[config.mk]
export PLATFORM = sky130hd
export DESIGN_NAME = issue_queue
export DESIGN_NICKNAME = d
export VERILOG_FILES = /design/src/rtl/issue_queue_pkg.sv /design/src/rtl/issue_queue_entry.sv /design/src/rtl/issue_queue.sv
export SDC_FILE = /design/constraint.sdc
export NUM_CORES = 2
export LEC_CHECK = 0
export ABC_AREA = 1
export CAP_MARGIN = 40
export CORE_MARGIN = 5
export CORE_UTILIZATION = 45
export CTS_CLUSTER_DIAMETER = 100
export DETAILED_ROUTE_END_ITERATION = 7
export GPL_ROUTABILITY_DRIVEN = 0
export PLACE_DENSITY_LB_ADDON = 0.3
export SETUP_SLACK_MARGIN = 0.3
export SYNTH_ARGS = -nofsm -noshare
export SYNTH_HDL_FRONTEND = slang
export SYNTH_SLANG_ARGS = --single-unit
[constraint.sdc]
create_clock -name clk -period 17.9 [get_ports clk]
set_input_delay 2.685 -clock clk [delete_from_list [all_inputs] [get_ports clk]]
set_output_delay 2.685 -clock clk [all_outputs]
set_load 0.01 [all_outputs]
[src/rtl/issue_queue_pkg.sv]
// -----------------------------------------------------------------------------
// issue_queue_pkg
// Shared widths for the issue queue. The bus/ROB widths mirror the core-wide
// bus and ROB headers (IQ_DEPTH is the issue queue depth used by the core).
// Also holds the per-entry side fields as one struct and the tag-compare helper.
// -----------------------------------------------------------------------------
package issue_queue_pkg;

    localparam int ROB_ADDR_WIDTH  = 5;
    localparam int DATA_BUS_WIDTH  = 32;
    localparam int OPGEN_WIDTH     = 6;
    localparam int SHAMT_BUS_WIDTH = 5;
    localparam int ADDR_BUS_WIDTH  = 32;
    localparam int IQ_DEPTH        = 8;

    // Fields carried unchanged from enqueue to issue (payload kept apart
    // because its width is a module parameter).
    typedef struct packed {
        logic [ROB_ADDR_WIDTH-1:0]  rob_addr;
        logic [OPGEN_WIDTH-1:0]     opgen;
        logic [SHAMT_BUS_WIDTH-1:0] shamt;
        logic [ADDR_BUS_WIDTH-1:0]  pc;
    } iq_info_t;

    // A pending operand holds its producer's ROB tag in the low bits only.
    function automatic logic tag_match(input logic [DATA_BUS_WIDTH-1:0] operand,
                                       input logic [ROB_ADDR_WIDTH-1:0] tag);
        return operand[ROB_ADDR_WIDTH-1:0] == tag;
    endfunction

endpackage

[src/rtl/issue_queue_entry.sv]
// -----------------------------------------------------------------------------
// issue_queue_entry
// Operand capture / wakeup for one issue queue slot. Takes the slot's candidate
// next contents (held, shifted-down or freshly enqueued) and applies a CDB
// broadcast to any pending operand whose tag matches.
// Ports:
//   i_valid            candidate contents are a live instruction
//   i_rdy_n, i_data_n  candidate ready bit / value-or-tag for operand n
//   i_cdb_*            common data bus broadcast
//   o_rdy_n, o_data_n  operand state after wakeup
// -----------------------------------------------------------------------------
module issue_queue_entry
    import issue_queue_pkg::*;
(
    input  logic                      i_valid,
    input  logic                      i_rdy_1,
    input  logic [DATA_BUS_WIDTH-1:0] i_data_1,
    input  logic                      i_rdy_2,
    input  logic [DATA_BUS_WIDTH-1:0] i_data_2,
    input  logic                      i_cdb_en,
    input  logic [ROB_ADDR_WIDTH-1:0] i_cdb_rob_addr,
    input  logic [DATA_BUS_WIDTH-1:0] i_cdb_data,
    output logic                      o_rdy_1,
    output logic [DATA_BUS_WIDTH-1:0] o_data_1,
    output logic                      o_rdy_2,
    output logic [DATA_BUS_WIDTH-1:0] o_data_2
);

    logic w_hit_1;
    logic w_hit_2;

    assign w_hit_1 = i_valid & ~i_rdy_1 & i_cdb_en & tag_match(i_data_1, i_cdb_rob_addr);
    assign w_hit_2 = i_valid & ~i_rdy_2 & i_cdb_en & tag_match(i_data_2, i_cdb_rob_addr);

    assign o_rdy_1  = i_rdy_1 | w_hit_1;
    assign o_data_1 = w_hit_1 ? i_cdb_data : i_data_1;
    assign o_rdy_2  = i_rdy_2 | w_hit_2;
    assign o_data_2 = w_hit_2 ? i_cdb_data : i_data_2;

endmodule

[src/rtl/issue_queue.sv]
// -----------------------------------------------------------------------------
// issue_queue
// Age-ordered (compacting) issue queue. Buffers renamed instructions, wakes
// pending operands from the CDB and issues the oldest fully-ready entry over a
// valid/ready handshake. Slot 0 is always the oldest live entry.
// Ports:
//   clk, rst (async, active-low), flush (sync clear)
//   can_issue_in + *_in       enqueue request and instruction fields
//   cdb_en/cdb_rob_addr/data  result broadcast for wakeup
//   fu_ready                  execution stage accepts the issued instruction
//   stall_request             queue full (registered state only)
//   issue_valid + *_out       selected instruction, all zero when none ready
// -----------------------------------------------------------------------------
module issue_queue
    import issue_queue_pkg::*;
#(
    parameter int DEPTH         = IQ_DEPTH,
    parameter int PAYLOAD_WIDTH = 64
) (
    input  logic                       clk,
    input  logic                       rst,
    input  logic                       flush,
    input  logic                       can_issue_in,
    input  logic [ROB_ADDR_WIDTH-1:0]  rob_addr_in,
    input  logic [OPGEN_WIDTH-1:0]     opgen_in,
    input  logic [SHAMT_BUS_WIDTH-1:0] shamt_in,
    input  logic                       operand_is_ref_1_in,
    input  logic                       operand_is_ref_2_in,
    input  logic [DATA_BUS_WIDTH-1:0]  operand_data_1_in,
    input  logic [DATA_BUS_WIDTH-1:0]  operand_data_2_in,
    input  logic [ADDR_BUS_WIDTH-1:0]  pc_in,
    input  logic [PAYLOAD_WIDTH-1:0]   payload_in,
    input  logic                       cdb_en,
    input  logic [ROB_ADDR_WIDTH-1:0]  cdb_rob_addr,
    input  logic [DATA_BUS_WIDTH-1:0]  cdb_data,
    input  logic                       fu_ready,
    output logic                       stall_request,
    output logic                       issue_valid,
    output logic [ROB_ADDR_WIDTH-1:0]  rob_addr_out,
    output logic [OPGEN_WIDTH-1:0]     opgen_out,
    output logic [SHAMT_BUS_WIDTH-1:0] shamt_out,
    output logic [DATA_BUS_WIDTH-1:0]  operand_data_1_out,
    output logic [DATA_BUS_WIDTH-1:0]  operand_data_2_out,
    output logic [ADDR_BUS_WIDTH-1:0]  pc_out,
    output logic [PAYLOAD_WIDTH-1:0]   payload_out
);

    localparam int IDX_W = $clog2(DEPTH);
    localparam int CNT_W = IDX_W + 1;

    // Stored entries
    logic [DEPTH-1:0]          r_valid;
    logic [DEPTH-1:0]          r_rdy_1;
    logic [DEPTH-1:0]          r_rdy_2;
    logic [DATA_BUS_WIDTH-1:0] r_data_1  [DEPTH];
    logic [DATA_BUS_WIDTH-1:0] r_data_2  [DEPTH];
    iq_info_t                  r_info    [DEPTH];
    logic [PAYLOAD_WIDTH-1:0]  r_payload [DEPTH];
    logic [CNT_W-1:0]          r_cnt;

    // Candidate next contents per slot (before wakeup) and after wakeup
    logic [DEPTH-1:0]          w_src_valid;
    logic [DEPTH-1:0]          w_src_rdy_1;
    logic [DEPTH-1:0]          w_src_rdy_2;
    logic [DATA_BUS_WIDTH-1:0] w_src_data_1  [DEPTH];
    logic [DATA_BUS_WIDTH-1:0] w_src_data_2  [DEPTH];
    iq_info_t                  w_src_info    [DEPTH];
    logic [PAYLOAD_WIDTH-1:0]  w_src_payload [DEPTH];
    logic [DEPTH-1:0]          w_nxt_rdy_1;
    logic [DEPTH-1:0]          w_nxt_rdy_2;
    logic [DATA_BUS_WIDTH-1:0] w_nxt_data_1  [DEPTH];
    logic [DATA_BUS_WIDTH-1:0] w_nxt_data_2  [DEPTH];

    logic             w_full;
    logic             w_issue_valid;
    logic [IDX_W-1:0] w_sel;
    logic             w_fire_in;
    logic             w_fire_out;
    logic [CNT_W-1:0] w_wr_idx;

    assign w_full        = (r_cnt == CNT_W'(DEPTH));
    assign stall_request = w_full;
    assign w_fire_in     = can_issue_in & ~w_full & ~flush;
    assign w_fire_out    = w_issue_valid & fu_ready;
    // Slot just past the survivors once this cycle's issue has been removed.
    assign w_wr_idx      = r_cnt - CNT_W'(w_fire_out);

    // Oldest-first select: scanning downward lets the lowest qualifying index win.
    always_comb begin
        // NOTE: every always_comb output gets a default first so no path can leave it unassigned and infer a latch.
        w_issue_valid = 1'b0;
        w_sel         = '0;
        for (int i = DEPTH - 1; i >= 0; i--) begin
            if (r_valid[i] && r_rdy_1[i] && r_rdy_2[i]) begin
                w_issue_valid = 1'b1;
                w_sel         = IDX_W'(i);
            end
        end
    end

    assign issue_valid = w_issue_valid;

    always_comb begin
        rob_addr_out       = '0;
        opgen_out          = '0;
        shamt_out          = '0;
        operand_data_1_out = '0;
        operand_data_2_out = '0;
        pc_out             = '0;
        payload_out        = '0;
        if (w_issue_valid) begin
            rob_addr_out       = r_info[w_sel].rob_addr;
            opgen_out          = r_info[w_sel].opgen;
            shamt_out          = r_info[w_sel].shamt;
            operand_data_1_out = r_data_1[w_sel];
            operand_data_2_out = r_data_2[w_sel];
            pc_out             = r_info[w_sel].pc;
            payload_out        = r_payload[w_sel];
        end
    end

    // Per-slot source: hold, shift down past the issued entry, or take the
    // new instruction. The top slot has nothing above it to shift in.
    always_comb begin
        for (int i = 0; i < DEPTH; i++) begin
            w_src_valid[i]   = r_valid[i];
            w_src_rdy_1[i]   = r_rdy_1[i];
            w_src_rdy_2[i]   = r_rdy_2[i];
            w_src_data_1[i]  = r_data_1[i];
            w_src_data_2[i]  = r_data_2[i];
            w_src_info[i]    = r_info[i];
            w_src_payload[i] = r_payload[i];
            if (w_fire_out && i >= int'(w_sel)) begin
                w_src_valid[i]   = (i == DEPTH - 1) ? 1'b0 : r_valid[(i + 1) % DEPTH];
                w_src_rdy_1[i]   = r_rdy_1[(i + 1) % DEPTH];
                w_src_rdy_2[i]   = r_rdy_2[(i + 1) % DEPTH];
                w_src_data_1[i]  = r_data_1[(i + 1) % DEPTH];
                w_src_data_2[i]  = r_data_2[(i + 1) % DEPTH];
                w_src_info[i]    = r_info[(i + 1) % DEPTH];
                w_src_payload[i] = r_payload[(i + 1) % DEPTH];
            end
            if (w_fire_in && w_wr_idx == CNT_W'(i)) begin
                w_src_valid[i]   = 1'b1;
                w_src_rdy_1[i]   = ~operand_is_ref_1_in;
                w_src_rdy_2[i]   = ~operand_is_ref_2_in;
                w_src_data_1[i]  = operand_data_1_in;
                w_src_data_2[i]  = operand_data_2_in;
                w_src_info[i]    = '{rob_addr: rob_addr_in, opgen: opgen_in,
                                     shamt: shamt_in, pc: pc_in};
                w_src_payload[i] = payload_in;
            end
        end
    end

    // Wakeup sees the slot's next contents, so shifted and newly enqueued
    // entries both capture a matching broadcast at this edge.
    for (genvar g = 0; g < DEPTH; g++) begin : g_entry
        issue_queue_entry u_entry (
            .i_valid        (w_src_valid[g]),
            .i_rdy_1        (w_src_rdy_1[g]),
            .i_data_1       (w_src_data_1[g]),
            .i_rdy_2        (w_src_rdy_2[g]),
            .i_data_2       (w_src_data_2[g]),
            .i_cdb_en       (cdb_en),
            .i_cdb_rob_addr (cdb_rob_addr),
            .i_cdb_data     (cdb_data),
            .o_rdy_1        (w_nxt_rdy_1[g]),
            .o_data_1       (w_nxt_data_1[g]),
            .o_rdy_2        (w_nxt_rdy_2[g]),
            .o_data_2       (w_nxt_data_2[g])
        );
    end

    // Control state: valid bits and count. Flush outranks enqueue/issue.
    always_ff @(posedge clk or negedge rst) begin
        // NOTE: sequential state uses non-blocking (<=) so every register samples pre-edge values regardless of statement order.
        if (!rst) begin
            r_valid <= '0;
            r_cnt   <= '0;
        end else if (flush) begin
            r_valid <= '0;
            r_cnt   <= '0;
        end else begin
            r_valid <= w_src_valid;
            r_cnt   <= r_cnt + CNT_W'(w_fire_in) - CNT_W'(w_fire_out);
        end
    end

    // NOTE: entry contents are deliberately not reset; they are only observed through a set valid bit, and the output mux zeroes them otherwise.
    always_ff @(posedge clk) begin
        for (int i = 0; i < DEPTH; i++) begin
            r_rdy_1[i]   <= w_nxt_rdy_1[i];
            r_rdy_2[i]   <= w_nxt_rdy_2[i];
            r_data_1[i]  <= w_nxt_data_1[i];
            r_data_2[i]  <= w_nxt_data_2[i];
            r_info[i]    <= w_src_info[i];
            r_payload[i] <= w_src_payload[i];
        end
    end

endmodule

==> results.tsv <==
metric	value	unit
status	finished, violations left	
failing checks	design-rule violations	
Max-slew headroom	0.183	
CTS tree	built	
grt ovf	0	
1st-iter DRT viols	11400	
DP HPWL	191	mm
RSZ-0062 raised after global routing	no	
Post-Layout Inst Area	0.0950	mm^2
initial core utilization	0.453	
CTS max path bufs	3	
final worst-path cycle share	0.513	
Yosys top cell by area	edfxtp_1	
Routed WL	313	mm
Syn Area/Cell	7.99	um^2
H-Tree Depth	4	
arrival time at the worst endpoint	6.49	ns
clk slew on worst S/H paths	0.06	ns
Seq cells post-synth	1436	
CTS root buf	clkbuf_16	
FF+latch area	0.0421	mm^2
Final Net Count	10500	
Worst Hold Class	reg -> reg	
commonest non-fill, non-tap cell in the layout	nand2_1	
Sink Count	1436	
hold slack	0.590	ns
Max FO, Critical Path	203	
distinct cell type count after synthesis	49	
met3 usage	0.0712	
IO Pins	399	
FP Rows	158	
DIE AREA	0.196	mm^2
post-synthesis instance area	0.0841	mm^2
wire per inst	24.2	um
CP required	15.21	ns
PD cells	117	mW/mm^2
clk_lat worst skew	0.84	ns
post-CTS setup buffer count	0	
DR vias/cell	6.16	
Core ar.	0.186	mm^2
number of global-route vias before repair	75300	
Worst Tran Pin Value	1.23	ns
Synth top area share	0.474	
layout cells sized above 1	0.0533	
Non-Filler Instances	12900	
placed insts	12600	
initial antenna violation count	40	
Port Buf Inserts	398	
min Tclk post-route	9.18	ns
DRT Pass-1 Iters	8	
Post-synth EDFFs	1328	
DRC viols	1	
final worst slack	8.72	ns
die height	442	um
placed instance area	0.0896	mm^2
first-pass GRT wire length	466	mm
P&R area growth vs syn	12.9	%
hold bufs inserted after CTS	0	
Post-Route Utilization	0.512	
GRT Util Overall	0.304	
CTS Buf Count	163	
Final TNS setup	0	ns
post-layout total power	11.1	mW
Cells after Synth	10500	
Synth async-reset ratio	0.00836	
WS Path Type	reg -> out	
LEAKAGE	36.3	nW
multi-input logic area	0.0333	mm^2
pin count of the biggest net entering global routing	204	
Final Slew Violations	0	
syn_nets	10800	
worst clock skew	0.0522	ns
GRT busiest layer	met2	
peak supply drop	0.0994	mV
Worst setup SP type	flop	
grt met2 use	0.475	
Setup crit end kind	primary output	
cells taking the most area after synthesis	edfxtp_1 47%, nand2_1 13%, o21ai_0 8.5%, inv_1 5.4%, a21oi_1 3.6%	
register area share after synthesis	0.500	
vias	79700	
# Max-Cap Violations	0	
M1 GR Usage	0.385	
Fill cells	17200	
most frequent cells in the layout	2,980 x nand2_1, 1,426 x o21ai_0, 1,328 x edfxtp_1	
Yosys Warn Count	0	
Max Fclk	109	MHz
post-CTS resize count	0	
Post-DRT Antenna Nets	0	
Main synth FF type	edfxtp_1	
Final Hold Viols	0	
DIE WIDTH	442	um
Final setup viols	0	
Setup WS pre-CTS	8.36	ns
-- flip-flops by register name (all words and copies together), names as in the netlist --
| signal | flops |
|---|---|
| r_data_2 | 256 |
| r_info | 384 |
| r_data_1 | 256 |
| r_rdy_2 | 8 |
| r_rdy_1 | 8 |
| r_payload | 512 |
| r_cnt | 4 |
| r_valid | 8 |
-- worst paths after layout --
check,startpoint,to,slack (ns),cells after the start
setup / recovery,r_valid[7],payload_out[44],8.72,18
hold / removal,r_info[0][13],r_info[7][13],0.59,2
setup reg to reg,r_valid[1],r_data_2[2][14],9.96,21
hold reg to reg,r_info[0][13],r_info[7][13],0.59,2
max in group asynchronous,rst,r_valid[0],15.18,1
min in group asynchronous,rst,r_valid[1],2.27,1
-- routing by layer --
| layer | vias to the layer above | part of all wire |
|---|---|---|
| li1 | 35500 | - |
| met1 | 37500 | 0.37 |
| met2 | 5645 | 0.45 |
| met3 | 1088 | 0.12 |
| met4 | 16 | 0.063 |
| met5 | - | 0.00048 |
-- synth_stat cells (14+ instances only) --
| master | n |
|---|---|
| o21ai_1 | 108 |
| buf_6 | 20 |
| a21oi_1 | 610 |
| inv_2 | 16 |
| clkbuf_1 | 647 |
| o22ai_1 | 181 |
| o211ai_1 | 51 |
| dfxtp_1 | 96 |
| nand3_2 | 14 |
| inv_1 | 1206 |
| a32o_1 | 108 |
| nor2_2 | 24 |
| buf_1 | 100 |
| a22oi_1 | 241 |
| o21ai_0 | 1426 |
| buf_2 | 200 |
| nand3_1 | 565 |
| nor2_1 | 59 |
| nand2_1 | 2981 |
| buf_4 | 15 |
| nor2_4 | 18 |
| nand4_1 | 411 |
| edfxtp_1 | 1328 |
-- logic make-up (layout without fill, tap and decap cells) --
group / count (synthesis) / count (layout) / synth area share
AOI/OAI and AO/OA: 2753 / 2753 / 0.183
and+or+nand+nor: 4100 / 4100 / 0.209
xor gates and xnor gates: 11 / 11 / 0.00115
DFF: 1436 / 1436 / 0.500
other: 0 / 32 / 0
adders and majority gates: 10 / 10 / 0.00158
buffers and inverters: 2220 / 2127 / 0.105
-- critical path, stage by stage, from the launching register on --
cell             delay, ns
dfrtp_1               0.40
nand2_1               0.07
nor2_1                0.10
nand2_1               0.08
nand2_1               0.06
nand2_1               0.05
nand2_1               0.08
nand2_2               0.11
nand2_1               0.18
nand2_8               0.40
inv_8                 0.44
buf_4                 0.75
buf_12                0.59
buf_4                 0.45
buf_16                0.34
nand2_1               0.11
a22oi_1               0.23
o22ai_1               0.17
clkdlybuf4s50_1       0.56
-- power breakdown --
part	internal, mW	switching [mW]	total (mW)
clock network	1.91	1.48	3.39
registers	4.38	0.220	4.60
logic	0.894	2.24	3.13
-- cell type report --
class | count | area share
Antenna cell | 32 | 0.000843
Inverter | 1229 | 0.0496
Clock buffer | 209 | 0.0460
Timing Repair Buffer | 599 | 0.0674
Sequential cell | 1436 | 0.443
Clock inverter | 90 | 0.00955
Multi-Input combinational cell | 6874 | 0.351
Tap cell | 2480 | 0.0327
Power figures use the tool's default switching activity.
